`src/rtl/fetch_seq_if.sv`:
```
// fetch_seq_if: fetch-sequencer request/response bundle; perf counters present only with FETCH_SEQ_PERF_EN.
interface fetch_seq_if;
  logic        i_stall;
  logic        i_br_valid;
  logic [31:0] i_br_target;
  logic        i_eret_req;
  logic [31:0] i_epc;
  logic        i_exc_req;
  logic [31:0] o_fetch_pc;
  logic        o_flush;
  logic        o_redirect_pending;
  logic        o_in_handler;
  logic        o_adel_f;
`ifdef FETCH_SEQ_PERF_EN
  logic [31:0] o_perf_redirects;
  logic [31:0] o_perf_stall_cycles;
`endif
  modport slave (
    input  i_stall, i_br_valid, i_br_target, i_eret_req, i_epc, i_exc_req,
    output o_fetch_pc, o_flush, o_redirect_pending, o_in_handler, o_adel_f
`ifdef FETCH_SEQ_PERF_EN
    , output o_perf_redirects, o_perf_stall_cycles
`endif
  );
  modport master (
    output i_stall, i_br_valid, i_br_target, i_eret_req, i_epc, i_exc_req,
    input  o_fetch_pc, o_flush, o_redirect_pending, o_in_handler, o_adel_f
`ifdef FETCH_SEQ_PERF_EN
    , input o_perf_redirects, o_perf_stall_cycles
`endif
  );
endinterface

```
`src/rtl/fetch_sequencer.sv`:
```
// fetch_sequencer: owns the fetch PC; exception > ERET > branch > +4, buffers stalled redirects.
// Optional FETCH_SEQ_PERF_EN adds redirect and stall-cycle counters.
module fetch_sequencer #(
  parameter logic [31:0] RESET_PC = 32'h0000_3000,
  parameter logic [31:0] EXC_PC   = 32'h0000_4180,
  parameter logic [31:0] TEXT_LO  = 32'h0000_3000,
  parameter logic [31:0] TEXT_HI  = 32'h0000_6FFF
) (
  input  logic        clk,
  input  logic        reset,
  fetch_seq_if.slave  bus
);
  typedef enum logic {RUN, PEND} state_t;
  state_t      r_state, w_state_nx;
  logic [31:0] r_fetch_pc, w_pc_nx;
  logic [31:0] r_pend_target, w_pend_nx;
  logic        r_flush;
  logic        r_in_handler, w_in_handler_nx;
  logic        w_nonseq;
  logic        w_req;
  logic [31:0] w_req_target;
  assign w_req        = bus.i_eret_req | bus.i_br_valid;
  assign w_req_target = bus.i_eret_req ? bus.i_epc : bus.i_br_target;
  always_ff @(posedge clk or negedge reset) begin
    if (!reset) begin
      r_state       <= RUN;
      r_fetch_pc    <= RESET_PC;
      r_pend_target <= '0;
      r_flush       <= 1'b0;
      r_in_handler  <= 1'b0;
    end else begin
      r_state       <= w_state_nx;
      r_fetch_pc    <= w_pc_nx;
      r_pend_target <= w_pend_nx;
      r_flush       <= bus.i_exc_req;
      r_in_handler  <= w_in_handler_nx;
    end
  end
  always_comb begin
    w_state_nx      = r_state;
    w_pc_nx         = r_fetch_pc;
    w_pend_nx       = r_pend_target;
    w_in_handler_nx = r_in_handler;
    w_nonseq        = 1'b0;
    if (bus.i_exc_req) begin
      w_pc_nx         = EXC_PC;
      w_in_handler_nx = 1'b1;
      w_state_nx      = RUN;
      w_nonseq        = 1'b1;
    end else if (w_req) begin
      w_in_handler_nx = bus.i_eret_req ? 1'b0 : r_in_handler;
      w_state_nx      = bus.i_stall ? PEND : RUN;
      w_pend_nx       = bus.i_stall ? w_req_target : r_pend_target;
      w_pc_nx         = bus.i_stall ? r_fetch_pc : w_req_target;
      w_nonseq        = ~bus.i_stall;
    end else if (!bus.i_stall) begin
      w_state_nx = RUN;
      w_pc_nx    = (r_state == PEND) ? r_pend_target : r_fetch_pc + 32'd4;
      w_nonseq   = (r_state == PEND);
    end
  end
  assign bus.o_fetch_pc         = r_fetch_pc;
  assign bus.o_flush            = r_flush;
  assign bus.o_redirect_pending = (r_state == PEND);
  assign bus.o_in_handler       = r_in_handler;
  assign bus.o_adel_f           = (r_fetch_pc[1:0] != 2'b00) || (r_fetch_pc < TEXT_LO) || (r_fetch_pc > TEXT_HI);
`ifdef FETCH_SEQ_PERF_EN
  logic [31:0] r_perf_redirects, r_perf_stall_cycles;
  always_ff @(posedge clk or negedge reset) begin
    if (!reset) begin
      r_perf_redirects    <= '0;
      r_perf_stall_cycles <= '0;
    end else begin
      r_perf_redirects    <= r_perf_redirects + {31'd0, w_nonseq};
      r_perf_stall_cycles <= r_perf_stall_cycles + {31'd0, bus.i_stall & ~bus.i_exc_req};
    end
  end
  assign bus.o_perf_redirects    = r_perf_redirects;
  assign bus.o_perf_stall_cycles = r_perf_stall_cycles;
`endif
endmodule

```
`src/flat_wrapper.sv`:
```
// flat-port wrapper written by rule: the top's interface ports become plain ports
module fetch_sequencer_flat 
#(
  parameter logic [31:0] RESET_PC = 32'h0000_3000,
  parameter logic [31:0] EXC_PC   = 32'h0000_4180,
  parameter logic [31:0] TEXT_LO  = 32'h0000_3000,
  parameter logic [31:0] TEXT_HI  = 32'h0000_6FFF
)
  (clk, reset, bus_i_stall, bus_i_br_valid, bus_i_br_target, bus_i_eret_req, bus_i_epc, bus_i_exc_req, bus_o_fetch_pc, bus_o_flush, bus_o_redirect_pending, bus_o_in_handler, bus_o_adel_f);
  fetch_seq_if bus_i ();
  input  logic clk;
  input  logic reset;
  input wire logic [$bits(bus_i.i_stall)-1:0] bus_i_stall;
  input wire logic [$bits(bus_i.i_br_valid)-1:0] bus_i_br_valid;
  input wire logic [$bits(bus_i.i_br_target)-1:0] bus_i_br_target;
  input wire logic [$bits(bus_i.i_eret_req)-1:0] bus_i_eret_req;
  input wire logic [$bits(bus_i.i_epc)-1:0] bus_i_epc;
  input wire logic [$bits(bus_i.i_exc_req)-1:0] bus_i_exc_req;
  output wire logic [$bits(bus_i.o_fetch_pc)-1:0] bus_o_fetch_pc;
  output wire logic [$bits(bus_i.o_flush)-1:0] bus_o_flush;
  output wire logic [$bits(bus_i.o_redirect_pending)-1:0] bus_o_redirect_pending;
  output wire logic [$bits(bus_i.o_in_handler)-1:0] bus_o_in_handler;
  output wire logic [$bits(bus_i.o_adel_f)-1:0] bus_o_adel_f;
  assign bus_i.i_stall = bus_i_stall;
  assign bus_i.i_br_valid = bus_i_br_valid;
  assign bus_i.i_br_target = bus_i_br_target;
  assign bus_i.i_eret_req = bus_i_eret_req;
  assign bus_i.i_epc = bus_i_epc;
  assign bus_i.i_exc_req = bus_i_exc_req;
  assign bus_o_fetch_pc = bus_i.o_fetch_pc;
  assign bus_o_flush = bus_i.o_flush;
  assign bus_o_redirect_pending = bus_i.o_redirect_pending;
  assign bus_o_in_handler = bus_i.o_in_handler;
  assign bus_o_adel_f = bus_i.o_adel_f;
  fetch_sequencer #(.RESET_PC(RESET_PC), .EXC_PC(EXC_PC), .TEXT_LO(TEXT_LO), .TEXT_HI(TEXT_HI)) u_core (.clk(clk), .reset(reset), .bus(bus_i));
endmodule
```
`config.mk`:
```
export PLATFORM = sky130hd
export DESIGN_NAME = fetch_sequencer_flat
export DESIGN_NICKNAME = d
export VERILOG_FILES = /design/src/rtl/fetch_seq_if.sv /design/src/rtl/fetch_sequencer.sv /design/src/flat_wrapper.sv
export SDC_FILE = /design/constraint.sdc
export NUM_CORES = 1
export LEC_CHECK = 0
export BUFFER_PORTS_ARGS = -buffer_cell sky130_fd_sc_hd__clkbuf_2
export CORE_UTILIZATION = 40
export DETAILED_ROUTE_END_ITERATION = 6
export GPL_TIMING_DRIVEN = 0
export PLACE_DENSITY = 0.67
export SKIP_CTS_REPAIR_TIMING = 1
export SLEW_MARGIN = 20
export SYNTH_ARGS = -nofsm -noshare
export SYNTH_HDL_FRONTEND = slang
export SYNTH_SLANG_ARGS = --single-unit
```
`constraint.sdc`:
```
create_clock -name clk -period 2.38 [get_ports clk]
set_clock_uncertainty 0.05 [all_clocks]
set_input_delay 0.357 -clock clk [delete_from_list [all_inputs] [get_ports clk]]
set_output_delay 0.357 -clock clk [all_outputs]
set_load 0.1 [all_outputs]
```
Yosys cells after proc, flatten, opt, wreduce, memory -nomap -nowiden --
Cells that the tools add are included.
Storage, ports and cells: flip-flop bits (word level) 67, latch bits 0, memory bits (writable) 0, ROM bits 0, bits of input ports 70, output and inout bits 36, word-level logic and storage cells 32, memories 0
Operators by class: add/subtract/negate cells 1, multiply operators 0, div/mod/pow operators 0, order comparisons 2, eq/ne operators 2, shift operators 0, multiplexer cells 13, bitwise gates (word level) 2, reduce and logical (&&, ||, !) cells 7
Operator list (number):
- $mux W32 | 6
- $add A32 B3 Y32 const B | 1
- $gt A32 B15 Y1 const B | 1
- $lt A32 B14 Y1 const B | 1
- $mux W1 | 7
- $reduce_bool A2 Y1 | 3
- $ne A3 B1 Y1 const B | 1
- $reduce_and A3 Y1 | 1
- $logic_or A1 B1 Y1 | 2
- $ne A2 B1 Y1 const B | 1
- $reduce_and A2 Y1 | 1
- $not A1 Y1 | 1
- $or A1 B1 Y1 | 1

Logic depth before layout (Yosys ltp) --
Gate-level depths: netlist (run 1).
word-level depth 5, depth in mapped cells 8, mapped depth without buffers 6

Worst setup path after synthesis (run 1) --
Ideal clock, no wire load.
kind flip-flop to output port, start point reg u_core.r_fetch_pc[16], in the netlist u_core.bus.o_fetch_pc[16], end point out bus_o_adel_f, data arrival time 2.309 ns, required time 1.973 ns, path slack -0.336 ns, cell stages (with the launch flop) 5, buffers on the path 0, cells stage by stage dfrtp_1 > nor4_1 > nand2_1 > nor4_1 > nand4_1
On the way: word-level cells in the longest chain between the ends 3, elaborated cells on any way between the ends 4, those cells by class order compare (2); reduce/logical (2)
RTL lines:
- start: declaration | line fetch_sequencer.sv:15 | logic [31:0] r_fetch_pc, w_pc_nx;
- start signal: assignment | line fetch_sequencer.sv:33 | r_fetch_pc <= w_pc_nx;
- $lt A32 B14 Y1 | line fetch_sequencer.sv:66 | assign bus.o_adel_f = (r_fetch_pc[1:0] != 2'b00) || (r_fetch_pc < TEXT_LO) || (r_fetch_pc > TEXT_HI);
- $logic_or A1 B1 Y1 | line fetch_sequencer.sv:66
- $logic_or A1 B1 Y1 (*) | line fetch_sequencer.sv:66
- end: declaration | line flat_wrapper.sv:23 | output wire logic [$bits(bus_i.o_adel_f)-1:0] bus_o_adel_f;
Every way passes the cells marked *; elsewhere a longest branch is shown, timed or not.

Worst setup path after layout (run 1) --
start point reg u_core.r_fetch_pc[29], in the netlist u_core.bus.o_fetch_pc[29], end point out bus_o_adel_f
Same word-level chain as after synthesis.

==> impl_metrics.csv, run 1 <==
group,metric,value,unit
cts,clock_latency,0.35,ns
synth,synth_xor_area_share,1.45,%
place,port_buffers,103,
cells_and_area,fin_nets,678,
synth,synth_edf_count,0,
place,hpwlAfterDp,10900,um
timing,slew_headroom,50.6,%
route,dr.pass1.iters,5,
job,max_cap_viol_count,0,
floorplanning,io_pins,106,
cts,cts_tree,"built",
synth,synth-seq-cells,67,
route,drt_iter0_drc,397,
status,outcome,"finished clean",
critical_path,regToRegSetupSlack,0.19,ns
global_route,grt_use_total,27.8,%
synth,synth.avg_cell_area,8.61,um2
hold_path,min_from,"bus_i_exc_req",
floorplanning,core_region_area,0.0103,mm2
synth,synthMuxAreaShare,7.31,%
synth,synth_top_family_by_area,"compound AO/OA/AOI/OAI gates",
synth,synthAdderAreaFrac,0.296,%
critical_path,timing.critical_path.cells,"nor4_2 > nand2_1 > nor4_4 > nand4_1 > buf_6",
synth,synth_compound_area_share,25.2,%
route,drcViolationCount,0,
synth,synth_nets,562,
floorplanning,dieHeight,105,um
hold_path,whs_path_depth,1,
critical_path,start_kind,"flop",
critical_path,critPathArrivalTime,1.88,ns
route,drtAntennaViolNets,0,
cts,cts_buffer_depth,2,
timing,fin_setup_tns,0,ns
synth,ys_types,62,
synth,synth_seq_area_share,39.7,%
critical_path,r2r_end,"u_core.bus.o_fetch_pc[30]",
hold_path,min_delay_worst_endpoint,"u_core.bus.o_flush",
power_and_ir_drop,leakagePower,2.32,nW
cts,numCtsBuffers,9,
timing,period_share,96.2,%
synth,synthesis.area,0.00423,mm2
critical_path,required,1.97,ns
critical_path,crit-reg2reg-launch,"u_core.bus.o_fetch_pc[2]",
cts,clkTransAtPathRegs,0.07,ns
timing,rsz0062_at_grt,"no",
critical_path,cp-end-kind,"output pin",
critical_path,ff2ff_path_depth,6,
synth,yosysTopAreaCellShare,38.5,%
floorplanning,rows,37,
power_and_ir_drop,powerDensity,632,mW/mm2
cts,cts-htree-levels,3,
route,vias,4463,
cts,root_buffer,"clkbuf_8",
cells_and_area,post-route-util,50.8,%
critical_path,cp.buffers_inverters,1,
place,place.gp.congestion,0.919,
critical_path,cp_slowest_cell,"dfrtp_4",
cts,cts_num_sinks,67,
timing,setup_viol,0,
cells_and_area,area_growth,23.5,%
critical_path,worst-setup-path-type,"flop to output pin",
hold_path,hold_class,"primary input to flop",
timing,fin_hold_ws,0.116,ns
route,drt-total-wl,14900,um
global_route,antenna_found_initial,0,
synth,synthFlopType,"dfrtp_1",
timing,finalHoldViolCount,0,
cells_and_area,fill_cells,1033,
cells_and_area,drive_above_1_share,29.1,%
synth,postSynthCellCount,491,
floorplanning,initial_utilization,41.1,%
synth,yosys.area_share.simple,21.8,%
route,detail_route.wl_per_cell,19.9,um
synth,synth_top_cell_by_area,"dfrtp_1",
global_route,grt_max_degree,41,
synth,yosys-top-cells-area,"dfrtp_1, o21ai_0, nand2_1",
cells_and_area,antennaDiodeCount,0,
timing,worstMarginPinSlew,0.735,ns
timing,slew_violations,0,
synth,yosysMostFrequentCell,"nand2_1",
synth,synth_common_cells,"nand2_1, dfrtp_1, o21ai_0, nor2_1, a21oi_1",
floorplanning,die_w,105,um
power_and_ir_drop,ir_drop,0.361,mV
critical_path,path_max_fanout,5,
global_route,grt_pass1_vias,4216,
floorplanning,die_area,0.0110,mm2
synth,yosys_warnings,0,
critical_path,cpLargestDelayFamily,"simple AND/OR/NAND/NOR gates",
route,viasPerCell,5.97,
critical_path,critPathMaxStageDelay,0.51,ns
global_route,grt_pass1_wl,23400,um
timing,clock.fmax,0.437,GHz
timing,period_minus_slack,2.29,ns
synth,synth-async-reset-ratio,100,%
global_route,grt_remaining_overflow,0,
power_and_ir_drop,finalPower,3.30,mW
==> final cells by class <==
cell class              count  area, um2  area share, %
multi-input cells         384       2400           46.1
flip-flops and latches     67       1720           33.1
repair buffers            105        554           10.6
well taps                 136        170           3.26
clock buffers              11        151           2.90
plain buffers              31        143           2.73
clock inverters             5       37.5          0.720
inverters                   9       33.8          0.648
==> power by group <==
part           total (mW)  switching, mW  internal, mW
clock network       0.916          0.479         0.437
logic               0.953          0.691         0.262
registers            1.43          0.142          1.28
==> sequential cells by signal, summed over array words and instances, names as in the netlist <==
| signal | flops |
|---|---|
| u_core.bus.o_flush | 1 |
| u_core.bus.o_in_handler | 1 |
| u_core.bus.o_fetch_pc | 32 |
| u_core.bus.o_redirect_pending | 1 |
| u_core.r_pend_target | 32 |
==> how the worst max path moves through the flow <==
| stage | startpoint | endpoint | slack, ns | depth (start not counted) |
|---|---|---|---|---|
| after floorplan | u_core.bus.o_fetch_pc[30] | bus_o_adel_f | -0.11 | 4 |
| after global placement | bus_i_exc_req | u_core.bus.o_fetch_pc[24] | -0.03 | 8 |
| after detailed placement | bus_i_exc_req | u_core.bus.o_fetch_pc[24] | -0.03 | 6 |
| after CTS | u_core.bus.o_fetch_pc[29] | bus_o_adel_f | -0.31 | 5 |
| after global routing | u_core.bus.o_fetch_pc[29] | bus_o_adel_f | 0.02 | 5 |
| final | u_core.bus.o_fetch_pc[29] | bus_o_adel_f | 0.09 | 5 |
==> layer usage <==
metal	share of wire, %	track usage, %
met1	43	38.6
met3	8.4	5.18
met4	2.1	8.45
met2	46	44.1
met5	0	0
==> kinds of logic (layout without fill, tap and decap cells) <==
family                     Yosys count  after routing
AOI/OAI and AO/OA                  166            166
xor gates and xnor gates             7              7
adders and majority gates            1              1
buffers and inverters               40            161
DFF                                 67             67
muxes                               30             30
and+or+nand+nor                    180            180
==> cells in the final DEF (no fill, tap or decap), drive strengths merged, types with 4 or more instances in the layout <==
master	Yosys	routed
mux2	7	7
nor2	33	33
a21o	4	4
nand3	20	20
nand4	11	11
inv	6	6
a211oi	5	5
a31o	4	4
o221ai	4	4
a21oi	30	30
dfrtp	65	65
a21boi	9	9
o2bb2ai	4	4
a221oi	8	8
buf	14	16
nand2b	5	5
mux2i	23	23
nor4	9	9
o22ai	7	7
clkbuf	17	130
nor3	11	11
o31ai	8	8
clkinv	3	6
nand2	69	69
a31oi	4	4
o21ai	60	60
and3	6	6
xor2	4	4
==> worst reg2reg max path: stages (launching register included) <==
cell     delay, ns
dfrtp_2       0.41
ha_1          0.24
nand2_1       0.14
nor2_1        0.56
nand4_1       0.21
a31o_2        0.25
a22o_1        0.22
==> through the flow <==
step	instance area (um2)	setup WS, ns	instances
final	5220	0.0893	748
after global placement	4960	-0.0319	730
after floorplan	4270	-0.108	491
after detailed placement	4980	-0.0305	731
after CTS	5170	-0.313	747
after global routing	5220	0.0218	748
No activity file was read; power rests on OpenSTA's default activity.
==> inputs of run 2 (changes only) <==
--- a/config.mk
+++ b/config.mk
@@ -6,12 +6,16 @@
 export NUM_CORES = 1
 export LEC_CHECK = 0
 export BUFFER_PORTS_ARGS = -buffer_cell sky130_fd_sc_hd__clkbuf_2
+export CELL_PAD_IN_SITES_DETAIL_PLACEMENT = 0
+export CELL_PAD_IN_SITES_GLOBAL_PLACEMENT = 1
+export CORE_MARGIN = 2
 export CORE_UTILIZATION = 40
 export DETAILED_ROUTE_END_ITERATION = 6
 export GPL_TIMING_DRIVEN = 0
-export PLACE_DENSITY = 0.67
+export PLACE_DENSITY = 0.85
 export SKIP_CTS_REPAIR_TIMING = 1
 export SLEW_MARGIN = 20
 export SYNTH_ARGS = -nofsm -noshare
 export SYNTH_HDL_FRONTEND = slang
 export SYNTH_SLANG_ARGS = --single-unit
+export TNS_END_PERCENT = 10
==> run 2 against run 1 <==
- the flow now finishes with violations (DRC)
- highest routed layer unchanged
- flip-flop and latch count did not move
- maximum frequency fell by 1.4%
- sequential share of layout area rose by 0.063 points
- worst setup slack got worse by 0.033 ns
==> impl_metrics.csv, run 2 (synthesized netlist as in run 1, its figures left out) <==
group,metric,value,unit
critical_path,timing.critical_path.cells,"nor4_2 > nand2_1 > nor4_4 > nand4_1 > buf_6",
critical_path,critPathMaxStageDelay,0.52,ns
cells_and_area,multi_input_area,0.00240,mm2
place,port_buffers,103,
critical_path,cp-endpoint,"bus_o_adel_f",
route,drcViolationCount,1,
timing,finalHoldViolCount,0,
power_and_ir_drop,ir_drop,0.270,mV
timing,clock.fmax,0.430,GHz
timing,period_share,97.6,%
cells_and_area,post-route-util,50.5,%
critical_path,cp_slowest_cell,"dfrtp_4",
status,violations,"DRC",
global_route,grt_remaining_overflow,0,
cells_and_area,area_growth,22.8,%
critical_path,r2r_end,"u_core.bus.o_fetch_pc[30]",
cells_and_area,fin_nets,678,
status,outcome,"finished, violations left",
floorplanning,die_area,0.0114,mm2
global_route,grt_pass1_vias,4304,
floorplanning,initial_utilization,41.1,%
cts,cts_num_sinks,67,
critical_path,start_kind,"flop",
floorplanning,core_region_area,0.0103,mm2
timing,period_minus_slack,2.32,ns
global_route,grt_max_degree,40,
cells_and_area,drive_above_1_share,27.6,%
place,hpwlAfterDp,11100,um
timing,slew_violations,0,
critical_path,regToRegSetupSlack,0.16,ns
route,dr.pass1.iters,7,
floorplanning,die_w,107,um
critical_path,cp-startpoint,"u_core.bus.o_fetch_pc[29]",
cells_and_area,final_common_cell,"clkbuf_2",
floorplanning,dieHeight,107,um
timing,setup_viol,0,
global_route,grt_pass1_wl,23500,um
critical_path,path_max_fanout,5,
critical_path,crit-reg2reg-launch,"u_core.bus.o_fetch_pc[2]",
cells_and_area,antennaDiodeCount,0,
critical_path,worst-setup-path-type,"flop to output pin",
critical_path,critPathArrivalTime,1.92,ns
route,drt-total-wl,15200,um
cts,clock_latency,0.35,ns
floorplanning,rows,37,
cells_and_area,seqCellArea,0.00172,mm2
critical_path,cp-end-kind,"output pin",
cts,clkTransAtPathRegs,0.07,ns
floorplanning,io_pins,106,
critical_path,required,1.97,ns
power_and_ir_drop,leakagePower,2.32,nW
global_route,antenna_found_initial,0,
route,drt_iter0_drc,557,
timing,worstMarginPinSlew,0.730,ns
timing,rsz0062_at_grt,"no",
cts,root_buffer,"clkbuf_8",
route,viasPerCell,6.02,
cells_and_area,fill_cells,1006,
timing,slew_headroom,51.3,%
cts,cts_buffer_depth,2,
route,vias,4501,
hold_path,hold_class,"primary input to flop",
timing,fin_hold_ws,0.100,ns
cts,cts-htree-levels,3,
job,max_cap_viol_count,0,
power_and_ir_drop,powerDensity,630,mW/mm2
cts,numCtsBuffers,9,
cells_and_area,final_cell_mix,"clkbuf_2, nand2_1, o21ai_0",
route,drtAntennaViolNets,0,
critical_path,ff2ff_path_depth,6,
global_route,grt_use_total,27.1,%
route,detail_route.wl_per_cell,20.3,um
place,place.gp.congestion,0.883,
cts,cts_tree,"built",
[run 2: cell types whose count changed in the layout (fill, tap and decap cells not counted)]
cell        delta
clkinvlp_4     -2
nor4_2         -1
clkinv_4       -2
clkbuf_1       +3
dfrtp_1        +5
clkinv_2       +1
nor4_1         +1
dfrtp_2        -5
[run 2: worst min-delay path by stage]
| stage | endpoint | start | cells after the start | slack, ns |
|---|---|---|---|---|
| global placement | u_core.r_pend_target[4] | u_core.r_pend_target[4] | 2 | 0.41 |
| finish | u_core.bus.o_flush | bus_i_exc_req | 1 | 0.10 |
| detailed placement | u_core.r_pend_target[20] | reset | 1 | 0.31 |
| floorplan | u_core.bus.o_fetch_pc[0] | reset | 0 | 0.01 |
| CTS | u_core.r_pend_target[14] | reset | 1 | -0.07 |
| global route | u_core.bus.o_flush | bus_i_exc_req | 1 | 0.11 |
[run 2: worst max-delay path: cells and delay by family (launching register included)]
family        cells  cell delay, ns
simple gates      4            0.83
flops             1            0.52
buf+inv           1            0.22
[run 2: routing by layer]
metal | global-route usage, % | part of all wire (%) | wire, um | vias to the layer above
li1 | - | - | - | 2065
met3 | 4.56 | 8.4 | 1280 | 34
met1 | 37.8 | 43 | 6590 | 2134
met5 | 0 | 0 | 0 | -
met4 | 10.8 | 2.6 | 391 | 0
met2 | 41.9 | 46 | 6920 | 268
[run 2: area by class of cell]
cell class,count,area share [%]
Buffer,31,2.75
Clock buffer,14,3.14
Sequential cell,67,33.1
Inverter,9,0.651
Clock inverter,2,0.193
Timing Repair Buffer,105,10.7
Tap cell,136,3.28
Multi-Input combinational cell,384,46.2
[run 2: power breakdown]
part | switching (mW) | internal [mW] | total (mW)
logic | 0.691 | 0.261 | 0.952
registers | 0.141 | 1.28 | 1.43
clock network | 0.456 | 0.434 | 0.890
total | 1.29 | 1.98 | 3.27
[run 2: stage by stage]
stage / cell area, um2 / std cells / setup WS [ns] / power, mW / TNS (ns)
finish: 5190 / 748 / 0.0561 / 3.27 / 0
global placement: 4950 / 730 / 0.00671 / 2.35 / 0
CTS: 5140 / 747 / -0.314 / 3.26 / -0.314
detailed placement: 4970 / 731 / 0.00835 / 2.38 / 0
floorplan: 4260 / 491 / -0.108 / 2.08 / -0.185
global route: 5190 / 748 / 0.0322 / 3.40 / 0
==> inputs of run 3 (changes only) <==
--- a/config.mk
+++ b/config.mk
@@ -13,6 +13,7 @@
 export DETAILED_ROUTE_END_ITERATION = 6
 export GPL_TIMING_DRIVEN = 0
 export PLACE_DENSITY = 0.85
+export RECOVER_POWER = 25
 export SKIP_CTS_REPAIR_TIMING = 1
 export SLEW_MARGIN = 20
 export SYNTH_ARGS = -nofsm -noshare
==> run 3 against run 2 <==
- the run still ends with DRC left
- highest routed layer unchanged
- critical path depth did not move
- wire length barely moved
- sequential power barely moved
- flip-flop and latch count did not move
- largest cell class unchanged
- global-route usage did not move
- die area did not move
- via count barely moved
- register-to-register slack barely moved
- clock power barely moved
- total power barely moved
==> impl_metrics.csv, run 3 (synthesized netlist as in run 1, its figures left out) <==
group,metric,value,unit
status,outcome,"finished, violations left",
status,violations,"DRC",
place,place.gp.congestion,0.883,
power_and_ir_drop,seq_power_share,43.6,%
timing,fin_setup_tns,0,ns
cells_and_area,multi_input_area,0.00240,mm2
route,dr.pass1.iters,7,
power_and_ir_drop,ir_drop,0.270,mV
floorplanning,rows,37,
power_and_ir_drop,leakagePower,2.32,nW
job,max_cap_viol_count,0,
cts,numCtsBuffers,9,
timing,slew_headroom,48.6,%
place,hpwlAfterDp,11100,um
global_route,grt_pass1_vias,4304,
floorplanning,die_area,0.0114,mm2
cells_and_area,fill_cells,1007,
route,viasPerCell,6.02,
cells_and_area,final_common_cell,"clkbuf_2",
global_route,grt_use_total,27.1,%
cts,root_buffer,"clkbuf_8",
global_route,grt_max_degree,40,
route,detail_route.wl_per_cell,20.3,um
place,dpl.cell_count,731,
floorplanning,core_region_area,0.0103,mm2
global_route,grt_remaining_overflow,0,
timing,clock.fmax,0.430,GHz
floorplanning,dieHeight,107,um
power_and_ir_drop,p_sw,1.29,mW
cells_and_area,antennaDiodeCount,0,
route,drcViolationCount,1,
cells_and_area,final_cells,748,
timing,period_share,97.6,%
place,port_buffers,103,
route,drt_iter0_drc,556,
timing,finalHoldViolCount,0,
cts,cts_buffer_depth,2,
cells_and_area,final_cell_mix,"clkbuf_2, nand2_1, o21ai_0",
timing,setup_viol,0,
critical_path,path_max_fanout,5,
cells_and_area,drive_above_1_share,27.5,%
place,placed_area,0.00497,mm2
route,vias,4500,
timing,rsz0062_at_grt,"no",
critical_path,required,1.97,ns
hold_path,hold_class,"primary input to flop",
timing,worstMarginPinSlew,0.771,ns
power_and_ir_drop,intPower,1.98,mW
global_route,antenna_found_initial,0,
cts,clock_latency,0.35,ns
timing,period_minus_slack,2.32,ns
cells_and_area,area_growth,22.7,%
critical_path,cp-end-kind,"output pin",
global_route,grt_pass1_wl,23500,um
cts,clkTransAtPathRegs,0.07,ns
floorplanning,die_w,107,um
power_and_ir_drop,swShare,39.4,%
timing,slew_violations,0,
floorplanning,io_pins,106,
critical_path,start_kind,"flop",
route,drt-total-wl,15200,um
power_and_ir_drop,combPwrFrac,29.1,%
cells_and_area,fin_nets,678,
critical_path,worst-setup-path-type,"flop to output pin",
power_and_ir_drop,powerDensity,630,mW/mm2
critical_path,critPathArrivalTime,1.92,ns
critical_path,ff2ff_path_depth,6,
cts,cts_tree,"built",
power_and_ir_drop,clkPwrFrac,27.2,%
cells_and_area,seqCellArea,0.00172,mm2
cts,cts_num_sinks,67,
cells_and_area,fin_area,0.00518,mm2
cells_and_area,post-route-util,50.4,%
cts,cts-htree-levels,3,
hold_path,whs_path_depth,1,
route,drtAntennaViolNets,0,
floorplanning,initial_utilization,41.1,%
-- run 3: cell counts in the layout (fill, tap and decap cells not counted) --
No cell type changed its count.
-- run 3: power by group through the flow --
| stage | sequential (mW) | combinational [mW] | clock [mW] |
|---|---|---|---|
| 2_1_floorplan | 1.73 | 0.351 | 0 |
| 3_3_place_gp | 1.43 | 0.921 | 0 |
| 3_5_place_dp | 1.44 | 0.940 | 0 |
| 4_1_cts | 1.42 | 0.942 | 0.896 |
| 5_1_grt | 1.44 | 1.02 | 0.942 |
| 6_report | 1.43 | 0.951 | 0.890 |
-- run 3: cell type report --
type / count / area share, %
inverters: 9 / 0.652
repair buffers: 105 / 10.6
clock buffers: 14 / 3.14
plain buffers: 31 / 2.75
clock inverters: 2 / 0.193
well taps: 136 / 3.28
multi-input cells: 384 / 46.2
flip-flops and latches: 67 / 33.1
-- run 3: worst paths after layout --
kind / startpoint / end / slack (ns)
min in group asynchronous: reset / u_core.r_pend_target[14] / 0.56
setup reg to reg: u_core.bus.o_fetch_pc[2] / u_core.bus.o_fetch_pc[30] / 0.16
hold reg to reg: u_core.r_pend_target[0] / u_core.r_pend_target[0] / 0.43
max in group asynchronous: reset / u_core.bus.o_fetch_pc[3] / 1.01
setup / recovery: u_core.bus.o_fetch_pc[29] / bus_o_adel_f / 0.06
hold / removal: bus_i_exc_req / u_core.bus.o_flush / 0.11
-- run 3: worst max-delay path, stage by stage (launching register included) --
cell	delay (ns)
dfrtp_4	0.52
nor4_2	0.30
nand2_1	0.16
nor4_4	0.21
nand4_1	0.16
buf_6	0.22
-- run 3: routing by layer --
metal  share of wire (%)  routed length, um  vias up  GRT usage [%]
li1                    -                  -     2065              -
met1                  43               6580     2133           37.8
met2                  46               6920      268           41.9
met3                 8.4               1280       34           4.56
met4                 2.6                391        0           10.8
met5                   0                  0        -              0
-- run 3: stage by stage --
| step | worst slack [ns] | total power, mW | hold slack [ns] |
|---|---|---|---|
| finish | 0.0561 | 3.27 | 0.112 |
| global route | 0.0322 | 3.40 | 0.128 |
| CTS | -0.314 | 3.26 | -0.0715 |
| detailed placement | 0.00835 | 2.38 | 0.307 |
| global placement | 0.00671 | 2.35 | 0.408 |
| floorplan | -0.108 | 2.08 | 0.0114 |
